`src/rtl/lcd_bus_scheduler.sv`:
```
// lcd_bus_scheduler: owns the HD44780 bus, runs the power-on init, then arbitrates two write ports round-robin.
// Build option: define LCD_SCHED_INIT_SEQ_EN to compile in the PWRUP/INIT sequence and the init ROM.
module lcd_bus_scheduler #(
    parameter int unsigned CLK_MHZ = 50,
    parameter int unsigned T_SU    = 2,
    parameter int unsigned T_EN    = 12,
    parameter int unsigned T_H     = 2,
    parameter int unsigned T_SHORT = 2650,
    parameter int unsigned T_LONG  = 152000,
    parameter int unsigned T_PWRUP = 750000,
    parameter int unsigned T_INIT1 = 205000,
    parameter int unsigned T_INIT2 = 5000
) (
    input  logic       clk,
    input  logic       rst,
    input  logic       a_valid,
    input  logic       a_rs,
    input  logic [7:0] a_data,
    output logic       a_ready,
    input  logic       b_valid,
    input  logic       b_rs,
    input  logic [7:0] b_data,
    output logic       b_ready,
    output logic       init_done,
    output logic       busy,
    output logic       LCD_RS,
    output logic       LCD_EN,
    output logic       LCD_RW,
    output logic [7:0] LCD_DATA
);
    function automatic int unsigned max2(input int unsigned x, input int unsigned y);
        max2 = (x > y) ? x : y;
    endfunction

    localparam int unsigned MAX_BUS  = max2(max2(T_SU, T_EN), max2(T_H, max2(T_SHORT, T_LONG)));
    localparam int unsigned MAX_INIT = max2(T_PWRUP, max2(T_INIT1, T_INIT2));
    localparam int unsigned MAX_T    = max2(MAX_BUS, MAX_INIT);
    localparam int unsigned CW       = $clog2(MAX_T + 1);

    if (CLK_MHZ == 0 || T_SU == 0 || T_EN == 0 || T_H == 0 || T_SHORT == 0 || T_LONG == 0 ||
        T_PWRUP == 0 || T_INIT1 == 0 || T_INIT2 == 0) begin : g_cfg_check
        $error("lcd_bus_scheduler: all timing parameters must be nonzero");
    end

    typedef enum logic [2:0] {PWRUP, INIT, SETUP, PULSE, HOLD, WAIT, IDLE} state_t;

    state_t          state, state_next;
    logic [CW-1:0]   cnt, cnt_next;
    logic [CW-1:0]   wait_len, wait_next;
    logic            last_b, last_next;
    logic            rs_next, en_next, busy_next, done_next;
    logic [7:0]      data_next;
    logic            idle_ok, accept, sel_rs, exec_long;
    logic [7:0]      sel_data;

    assign LCD_RW = 1'b0;

    // Round-robin grant: with both ports valid, the one not granted last wins.
    assign idle_ok   = (state == IDLE) && init_done;
    assign a_ready   = idle_ok && a_valid && (!b_valid || last_b);
    assign b_ready   = idle_ok && b_valid && (!a_valid || !last_b);
    assign accept    = a_ready || b_ready;
    assign sel_rs    = a_ready ? a_rs : b_rs;
    assign sel_data  = a_ready ? a_data : b_data;
    assign exec_long = !sel_rs && (sel_data[7:2] == 6'd0);

`ifdef LCD_SCHED_INIT_SEQ_EN
    logic [2:0] idx, idx_next;

    function automatic logic [7:0] rom_byte(input logic [2:0] i);
        case (i)
            3'd0, 3'd1, 3'd2: rom_byte = 8'h30;
            3'd3:             rom_byte = 8'h38;
            3'd4:             rom_byte = 8'h08;
            3'd5:             rom_byte = 8'h01;
            3'd6:             rom_byte = 8'h06;
            default:          rom_byte = 8'h0C;
        endcase
    endfunction

    function automatic logic [CW-1:0] rom_wait(input logic [2:0] i);
        case (i)
            3'd0:    rom_wait = CW'(T_INIT1);
            3'd1:    rom_wait = CW'(T_INIT2);
            3'd5:    rom_wait = CW'(T_LONG);
            default: rom_wait = CW'(T_SHORT);
        endcase
    endfunction
`endif

    // State register plus registered bus outputs.
    always_ff @(posedge clk or posedge rst) begin
        if (rst) begin
`ifdef LCD_SCHED_INIT_SEQ_EN
            state <= PWRUP;
            cnt   <= CW'(T_PWRUP - 1);
            busy  <= 1'b1;
            idx   <= 3'd0;
`else
            state <= IDLE;
            cnt   <= '0;
            busy  <= 1'b0;
`endif
            wait_len  <= '0;
            last_b    <= 1'b1;
            init_done <= 1'b0;
            LCD_RS    <= 1'b0;
            LCD_EN    <= 1'b0;
            LCD_DATA  <= 8'h00;
        end else begin
            state     <= state_next;
            cnt       <= cnt_next;
            busy      <= busy_next;
`ifdef LCD_SCHED_INIT_SEQ_EN
            idx       <= idx_next;
`endif
            wait_len  <= wait_next;
            last_b    <= last_next;
            init_done <= done_next;
            LCD_RS    <= rs_next;
            LCD_EN    <= en_next;
            LCD_DATA  <= data_next;
        end
    end

    // Next state; each state lasts exactly its count, counter reloads on entry.
    always_comb begin
        state_next = state;
        cnt_next   = (cnt != '0) ? cnt - CW'(1) : cnt;
        case (state)
`ifdef LCD_SCHED_INIT_SEQ_EN
            PWRUP: if (cnt == '0) begin
                state_next = INIT;
                cnt_next   = '0;
            end
            INIT: begin
                state_next = SETUP;
                cnt_next   = CW'(T_SU - 1);
            end
`endif
            SETUP: if (cnt == '0) begin
                state_next = PULSE;
                cnt_next   = CW'(T_EN - 1);
            end
            PULSE: if (cnt == '0) begin
                state_next = HOLD;
                cnt_next   = CW'(T_H - 1);
            end
            HOLD: if (cnt == '0) begin
                state_next = WAIT;
                cnt_next   = wait_len - CW'(1);
            end
            WAIT: if (cnt == '0) begin
                cnt_next   = '0;
`ifdef LCD_SCHED_INIT_SEQ_EN
                state_next = (init_done || idx == 3'd7) ? IDLE : INIT;
`else
                state_next = IDLE;
`endif
            end
            IDLE: if (accept) begin
                state_next = SETUP;
                cnt_next   = CW'(T_SU - 1);
            end
            default: begin
                state_next = IDLE;
                cnt_next   = '0;
            end
        endcase
    end

    // Next values of the registered outputs and bookkeeping.
    always_comb begin
        rs_next   = LCD_RS;
        data_next = LCD_DATA;
        wait_next = wait_len;
        last_next = last_b;
        done_next = init_done;
        en_next   = (state_next == PULSE);
        busy_next = (state_next != IDLE);
`ifdef LCD_SCHED_INIT_SEQ_EN
        idx_next  = idx;
        if (state == INIT) begin
            rs_next   = 1'b0;
            data_next = rom_byte(idx);
            wait_next = rom_wait(idx);
        end
        if (state == WAIT && cnt == '0 && !init_done) begin
            if (idx == 3'd7) done_next = 1'b1;
            else             idx_next  = idx + 3'd1;
        end
`else
        done_next = 1'b1;
`endif
        if (accept) begin
            rs_next   = sel_rs;
            data_next = sel_data;
            wait_next = exec_long ? CW'(T_LONG) : CW'(T_SHORT);
            last_next = b_ready;
        end
    end

endmodule

```
`config.mk`:
```
export PLATFORM = sky130hd
export DESIGN_NAME = lcd_bus_scheduler
export DESIGN_NICKNAME = d
export VERILOG_FILES = /design/src/rtl/lcd_bus_scheduler.sv
export SDC_FILE = /design/constraint.sdc
export NUM_CORES = 1
export LEC_CHECK = 0
export ABC_AREA = 1
export BUFFER_PORTS_ARGS = -buffer_cell sky130_fd_sc_hd__buf_2
export CAP_MARGIN = 40
export CORE_ASPECT_RATIO = 0.9
export CORE_MARGIN = 5
export CORE_UTILIZATION = 40
export DETAILED_ROUTE_END_ITERATION = 6
export PLACE_DENSITY = 0.64
export REMOVE_ABC_BUFFERS = 1
export SYNTH_ARGS = -nofsm -noshare
export SYNTH_HDL_FRONTEND = slang
export SYNTH_SLANG_ARGS = --single-unit
```
`constraint.sdc`:
```
create_clock -name clk -period 4.8 [get_ports clk]
set_input_delay 0.96 -clock clk [delete_from_list [all_inputs] [get_ports clk]]
set_output_delay 0.96 -clock clk [all_outputs]
set_load 0.05 [all_outputs]
```
==> impl_metrics.ini, run 1 <==
[clock_tree]
clockBufferDepth = 2
clk_pin_slew_worst_paths_ns = 0.07
numCtsBuffers = 5
cts_setup_buffers = 0
clock-sinks = 39
ctsResizeCount = 0
ctsHtreeMaxLevel = 2
cts_tree = yes
clk_latency_ns = 0.29
postCtsHoldBufs = 0
cts-root-buf = clkbuf_8

[setup_path]
crit_buf_inv = 3
cp_top_family = buffers and inverters
slowest_stage = buf_2
path_cells = buf_2 > inv_1 > o21ai_0 > nor2_2 > buf_2
startpoint_type = primary input
end_kind = primary output
crit_required_ns = 3.84
slowest_delay_ns = 0.33
r2r_slack_ns = 2.68
critPathKind = primary input to primary output
r2r_cells = 11
critPathMostFrequentCell = buf_2
cp.arrival_ns = 1.94
r2r-start = cnt[0]
worstReg2RegEnd = cnt[0]
cp_max_fo = 9

[finish]
drive_gt1_share_pct = 20.9
area_delta_synth_final_pct = 14.2
nets = 394
n_antenna_cell = 0
fillers = 622
mostFrequentLayoutCell = nand2_1
layout_common_cells = 92 x nand2_1, 43 x inv_1, 37 x nor2_1

[power_and_ir_drop]
power_density_nw_per_um2 = 224
p_leak_uw = 0.00153
ir_drop_mv = 0.121
power.total_uw = 623

[grt]
antenna_found_initial = 0
grt_pass1_wl_mm = 9.98
grtUsageTotal_pct = 15.9
grt_remaining_overflow = 0
grt_pass1_vias = 2172
grt_start_max_net_pins = 40

[status]
status = completed

[timing]
finalMaxSlewViolations = 0
min_period_ns = 2.90
tns_ns = 0
finalSetupViolations = 0
hold_viol_final = 0
worst_slew_pin_slew_ns = 0.707
max_clock_freq_ghz = 0.345
grt_setup_unrepaired = false
fin_crit_sh_pct = 60.4
clock_skew_ns = 0.00485
slew_headroom_pct = 52.9

[flow_run]
maxCapViolCount = 0

[routing]
drc = 0
drt_iter0_drc = 79
vias = 2150
via_per_inst = 4.88
wire_per_inst_um = 12.7
wl_mm = 5.59
dr.pass1.iters = 4
final_antenna_net_count = 0

[worst_hold_path]
min_from = wait_len[6]
whs_path_depth = 2
hold_path_class = register to register
min_to = wait_len[6]

[die]
initial_utilization_pct = 40.5
fp.coreArea_um2 = 6010
rows = 27
dieArea_um2 = 7750
die_height_um = 84.0
die_x_um = 92.2
io_pins = 37

[yosys]
synth.avg_cell_area_um2 = 7.40
synth_seq_cells = 39
yosysSeqAreaShare_pct = 40.2
synthFlopType = dfrtp_1
syn_inst = 329
netlist_area_um2 = 2430
async_reset_ff_share_pct = 100
ys_types = 36
synth_edf_count = 0
yosys_warnings = 0

[placed_design]
dp_hpwl_mm = 4.32
portBuffers = 35
place_congestion = 0.858
logic make-up (layout without fill, tap and decap cells):
family | count (synthesis) | in the layout | share of synthesized area (%)
AO/OA/AOI/OAI | 42 | 42 | 10.2
buffers and inverters | 51 | 91 | 8.48
adder cells (fa/ha/maj) | 4 | 4 | 2.06
flip-flops | 39 | 39 | 40.2
other | 2 | 2 | 0.308
AND/OR/NAND/NOR | 181 | 181 | 35.1
XOR/XNOR | 10 | 10 | 3.60
Yosys cell counts (2+ instances only):
master    instances  area share, %
o21bai_1          2           0.62
or2_2             2           0.51
conb_1            2           0.31
a21oi_1          14            2.9
ha_1              4            2.1
xor2_1            6            2.2
nand4_1          10            2.6
o21ai_2           3            1.1
o21ai_0          17            3.5
inv_2             3           0.46
nand3_2           2           0.82
nor2_8            2            1.6
nand3_1          13            2.7
dfrtp_1          36             37
nand2_1          92             14
inv_1            43            6.6
dfstp_2           3            3.2
nor2_4            3            1.4
nand2_2           3           0.77
xnor2_1           4            1.4
nand2_4           3            1.4
nor3_1            4           0.82
nor2_2            8            2.1
o21a_1            2           0.62
nor2_1           37            5.7
worst register-to-register path, cell delays in order (launching register included):
cell and delay, ns:
dfrtp_1 0.39, inv_1 0.11, ha_1 0.29, nand2_4 0.12, nor2_8 0.19, nand2_4 0.09
nor2_8 0.17, inv_4 0.12, ha_1 0.29, nand2_1 0.05, nand2_1 0.09, o211ai_1 0.09
where the power goes:
group	internal (µW)	leakage (µW)	total [µW]	switching (µW)
registers	332	0.000470	334	2.40
clock network	131	0.0000515	249	118
logic	12.7	0.00100	39.5	26.8
total	476	0.00153	623	147
sequential cells by signal, indices dropped and copies added (netlist names):
signal	flops
last_b	1
LCD_EN	1
LCD_RS	1
init_done	1
LCD_DATA	8
wait_len	3
cnt	20
busy	1
state	3
per-layer routing:
metal	routed length, µm	up-vias	GRT usage (%)	share of wire (%)
li1	-	1107	-	-
met1	2600	988	19.7	46
met2	2560	47	27.0	46
met3	360	8	4.69	6.4
met4	71	0	4.05	1.3
met5	0	-	0	0
how the worst max path moves through the flow:
stage | to | depth (start not counted) | slack (ns) | from
after global routing | a_ready | 5 | 1.82 | b_valid
after CTS | a_ready | 5 | 1.89 | b_valid
after detailed placement | a_ready | 5 | 1.89 | b_valid
final | a_ready | 5 | 1.90 | b_valid
after floorplan | b_ready | 3 | 1.66 | a_valid
after global placement | a_ready | 5 | 1.96 | b_valid
cell type report:
cell class                      count  area [µm²]  area share, %
Timing Repair Buffer               36         183           6.57
Multi-Input combinational cell    239        1250           44.9
Inverter                           47         179           6.44
Tap cell                           72        90.1           3.24
Clock buffer                        8         100           3.60
Sequential cell                    39         980           35.2
stage by stage:
step | area (µm²) | instances | worst slack, ns | hold WS [ns] | utilization [%]
floorplan | 2410 | 325 | 1.66 | 0.438 | -
global placement | 2680 | 433 | 1.96 | 0.464 | 44.6
detailed placement | 2680 | 433 | 1.89 | 0.469 | 44.6
CTS | 2780 | 441 | 1.89 | 0.487 | 46.2
global route | 2780 | 441 | 1.82 | 0.511 | 46.2
finish | 2780 | 441 | 1.90 | 0.478 | 46.2
Power figures use the tool's default switching activity.
==> run 2, diff against run 1 <==
- clock period: 4.8 -> 2.85 ns (I/O delays scaled with it)
==> impl_metrics.ini, run 2 (synthesis gave the netlist of run 1 again) <==
[status]
status = completed

[timing]
hold_viol_final = 0
clock_skew_ns = 0.00538
slew_headroom_pct = 52.1
finalSetupViolations = 0
finalMaxSlewViolations = 0
min_period_ns = 2.26
hold_ws_ns = 0.391
tns_ns = 0
grt_setup_unrepaired = false
worst_slew_pin_slew_ns = 0.718
fin_crit_sh_pct = 79.4
max_clock_freq_ghz = 0.442

[routing]
wire_per_inst_um = 12.1
dr.pass1.iters = 4
wl_mm = 5.34
vias = 2083
drt_iter0_drc = 93
via_per_inst = 4.72
drc = 0
final_antenna_net_count = 0

[setup_path]
r2r_slack_ns = 0.74
critPathKind = register to primary output
r2r_cells = 11
startpoint = state[2]
path_cells = nand4_1 > nor2_2 > buf_2
critPathCapture = a_ready
slowest_stage = dfstp_2
startpoint_type = register
crit_required_ns = 2.28
slowest_delay_ns = 0.58
cp_max_fo = 9
worstReg2RegEnd = cnt[0]
end_kind = primary output
r2r-start = cnt[0]
cp.arrival_ns = 1.69

[finish]
nets = 394
largest_register_ffs = 20
finish.instance_area_um2 = 2780
mostFrequentLayoutCell = nand2_1
area_delta_synth_final_pct = 14.2
layout_common_cells = 92 x nand2_1, 43 x inv_1, 37 x nor2_1
drive_gt1_share_pct = 20.9
n_antenna_cell = 0
top_register = cnt
reg.largest.list = cnt (20), LCD_DATA (8)

[grt]
grt_remaining_overflow = 0
grtUsageTotal_pct = 15.1
antenna_found_initial = 0
grt_pass1_vias = 2118
grt_pass1_wl_mm = 9.45
grt_start_max_net_pins = 40

[power_and_ir_drop]
p_clk_share_pct = 39.2
ir_drop_mv = 0.205
switchingPower_uw = 234
switching_share_pct = 22.6
pwr-share-comb_pct = 6.4
power_density_nw_per_um2 = 372
p_int_uw = 802
pwr-share-seq_pct = 54.4
p_leak_uw = 0.00153

[clock_tree]
clk_pin_slew_worst_paths_ns = 0.07
postCtsHoldBufs = 0
ctsHtreeMaxLevel = 2
clk_latency_ns = 0.29
cts_tree = yes
cts_setup_buffers = 0
numCtsBuffers = 5
clockBufferDepth = 2
cts-root-buf = clkbuf_8
ctsResizeCount = 0
clock-sinks = 39

[placed_design]
placed_area_um2 = 2680
portBuffers = 35
dp_hpwl_mm = 4.14
place_congestion = 0.843

[die]
initial_utilization_pct = 40.5
die_x_um = 92.2
die_height_um = 84.0
io_pins = 37
rows = 27
dieArea_um2 = 7750
fp.coreArea_um2 = 6010

[worst_hold_path]
hold_path_class = primary input to asynchronous set/reset pin

[flow_run]
maxCapViolCount = 0
## run 2: power groups by stage
stage               clock, µW  combinational (µW)  sequential [µW]
floorplan                   0                27.9              587
global placement            0                66.6              574
finish                    406                66.1              564
CTS                       424                67.6              563
detailed placement          0                67.6              574
global route              446                75.8              564
## run 2: per-layer routing
layer  vias up  global-route usage, %  part of all wire (%)
met5         -                      0                     0
met4         0                   5.26                   1.1
met3         5                   3.88                   5.7
met2        46                   23.7                    45
met1       927                   20.1                    49
li1       1105                      -                     -
## run 2: layout make-up
class                      instances  area, µm²
timing repair buffer              36        183
sequential                        39        980
clock buffer                       8        100
multi-input combinational        239       1250
fill                             644       3230
inverter                          47        179
tap                               72       90.1
## run 2: critical path: cells and delay by family, from the launching register on
family / cells / cell delay (ns)
flops: 1 / 0.58
simple gates: 2 / 0.49
buf+inv: 1 / 0.33
## run 2: per-stage QoR
| step | cells | utilization, % | total power [µW] | worst slack, ns |
|---|---|---|---|---|
| final | 441 | 46.2 | 1040 | 0.587 |
| after global routing | 441 | 46.2 | 1090 | 0.490 |
| after CTS | 441 | 46.2 | 1060 | 0.553 |
| after detailed placement | 433 | 44.6 | 641 | 0.668 |
| after global placement | 433 | 44.6 | 641 | 0.734 |
| after floorplan | 325 | - | 615 | 0.322 |
## run 2: worst min-delay path by stage
stage / to / slack (ns) / cells after the start
floorplan: wait_len[6] / 0.44 / 2
global placement: LCD_DATA[6] / 0.46 / 2
detailed placement: LCD_DATA[6] / 0.48 / 2
CTS: init_done / 0.40 / 3
global route: cnt[0] / 0.44 / 3
finish: cnt[0] / 0.39 / 3
==> run 3, diff against run 2 <==
- clock period: 2.85 -> 2.2 ns (I/O delays scaled with it)
==> impl_metrics.ini, run 3 (synthesis gave the netlist of run 1 again) <==
[status]
status = completed

[power_and_ir_drop]
switching_share_pct = 22.4
pwr-share-comb_pct = 6.0
ir_drop_mv = 0.350
p_int_uw = 1120
p_clk_share_pct = 43.4
switchingPower_uw = 323
p_leak_uw = 0.00155
power_density_nw_per_um2 = 511
pwr-share-seq_pct = 50.6

[worst_hold_path]
hold_path_class = primary input to asynchronous set/reset pin

[routing]
dr.pass1.iters = 4
vias = 2190
wire_per_inst_um = 12.5
wl_mm = 5.53
drc = 0
via_per_inst = 4.93
final_antenna_net_count = 0
drt_iter0_drc = 126

[die]
dieArea_um2 = 7750
die_height_um = 84.0
rows = 27
initial_utilization_pct = 40.5
fp.coreArea_um2 = 6010
die_x_um = 92.2
io_pins = 37

[clock_tree]
clk_latency_ns = 0.29
numCtsBuffers = 5
cts-root-buf = clkbuf_8
ctsResizeCount = 0
cts_tree = yes
postCtsHoldBufs = 0
clock-sinks = 39
ctsHtreeMaxLevel = 2
clk_pin_slew_worst_paths_ns = 0.08
clockBufferDepth = 2
cts_setup_buffers = 0

[finish]
n_antenna_cell = 0
layout_common_cells = 92 x nand2_1, 43 x inv_1, 37 x nor2_1
nets = 397
area_delta_synth_final_pct = 15.8
fillers = 609
utilization_pct = 46.9
reg.largest.list = cnt (20), LCD_DATA (8)
largest_register_ffs = 20
drive_gt1_share_pct = 21.8
top_register = cnt
mostFrequentLayoutCell = nand2_1

[timing]
setup_ws_ns = 0.177
finalSetupViolations = 0
hold_viol_final = 0
fin_crit_sh_pct = 92.0
hold_ws_ns = 0.264
grt_setup_unrepaired = false
slew_headroom_pct = 66.1
worst_slew_pin_slew_ns = 0.509
max_clock_freq_ghz = 0.494
clock_skew_ns = 0.00843
min_period_ns = 2.02
finalMaxSlewViolations = 0

[grt]
grt_pass1_wl_mm = 9.80
grt_start_max_net_pins = 40
antenna_found_initial = 0
grtUsageTotal_pct = 15.5
grt_pass1_vias = 2191
grt_remaining_overflow = 0

[setup_path]
end_kind = primary output
worstReg2RegEnd = cnt[0]
r2r-start = cnt[0]
crit_required_ns = 1.76
r2r_slack_ns = 0.24
cp.arrival_ns = 1.58
critPathKind = register to primary output
slowest_delay_ns = 0.43
path_cells = inv_2 > nand4_1 > nor3_1 > buf_2
cp_max_fo = 8
startpoint_type = register
startpoint = state[0]
critPathCapture = b_ready
r2r_cells = 11
slowest_stage = dfrtp_1

[placed_design]
portBuffers = 35
place_ws_ns = 0.252
dp_hpwl_mm = 4.34
place_congestion = 0.901

[flow_run]
maxCapViolCount = 0
run 3: stage by stage:
stage               cells  total power (µW)  TNS [ns]  cell area, µm²
floorplan             325               796    -0.269            2410
global placement      436               830         0            2700
detailed placement    436               832         0            2700
CTS                   444              1450         0            2820
global route          444              1490         0            2820
finish                444              1440         0            2820
run 3: final cells by class:
cell class                 count  area (µm²)  area share (%)
clock buffer                   6        82.6            2.93
clock inverter                 2        35.0            1.24
inverter                      47         179            6.34
multi-input combinational    239        1250            44.3
sequential                    39         980            34.7
tap                           72        90.1            3.19
timing repair buffer          39         205            7.28
run 3: how the worst min path moves through the flow:
| stage | start | to | slack (ns) | cells after the start |
|---|---|---|---|---|
| 2_1_floorplan | wait_len[6] | wait_len[6] | 0.44 | 2 |
| 3_3_place_gp | wait_len[6] | wait_len[6] | 0.46 | 2 |
| 3_5_place_dp | wait_len[6] | wait_len[6] | 0.47 | 2 |
| 4_1_cts | rst | state[0] | 0.28 | 3 |
| 5_1_grt | rst | LCD_DATA[2] | 0.32 | 3 |
| 6_report | rst | LCD_DATA[2] | 0.26 | 3 |
run 3: layer usage:
layer  routed length, µm  vias to the layer above  global-route usage (%)
met1                2700                      996                    21.2
met4                  71                        0                    4.72
met5                   0                        -                       0
met2                2400                       73                    23.9
li1                    -                     1112                       -
met3                 361                        9                    4.06
run 3: power groups by stage:
stage          registers [µW]  logic [µW]  clock network [µW]
4_1_cts                   730        87.8                 637
3_3_place_gp              744        86.3                   0
5_1_grt                   732        99.4                 662
3_5_place_dp              744        87.8                   0
2_1_floorplan             760        36.1                   0
6_report                  730        85.9                 626
run 3: worst max-delay path: cells and delay by family, from the launching register on:
family / cells / cell delay, ns
buffers and inverters: 2 / 0.46
DFF: 1 / 0.43
and+or+nand+nor: 2 / 0.40
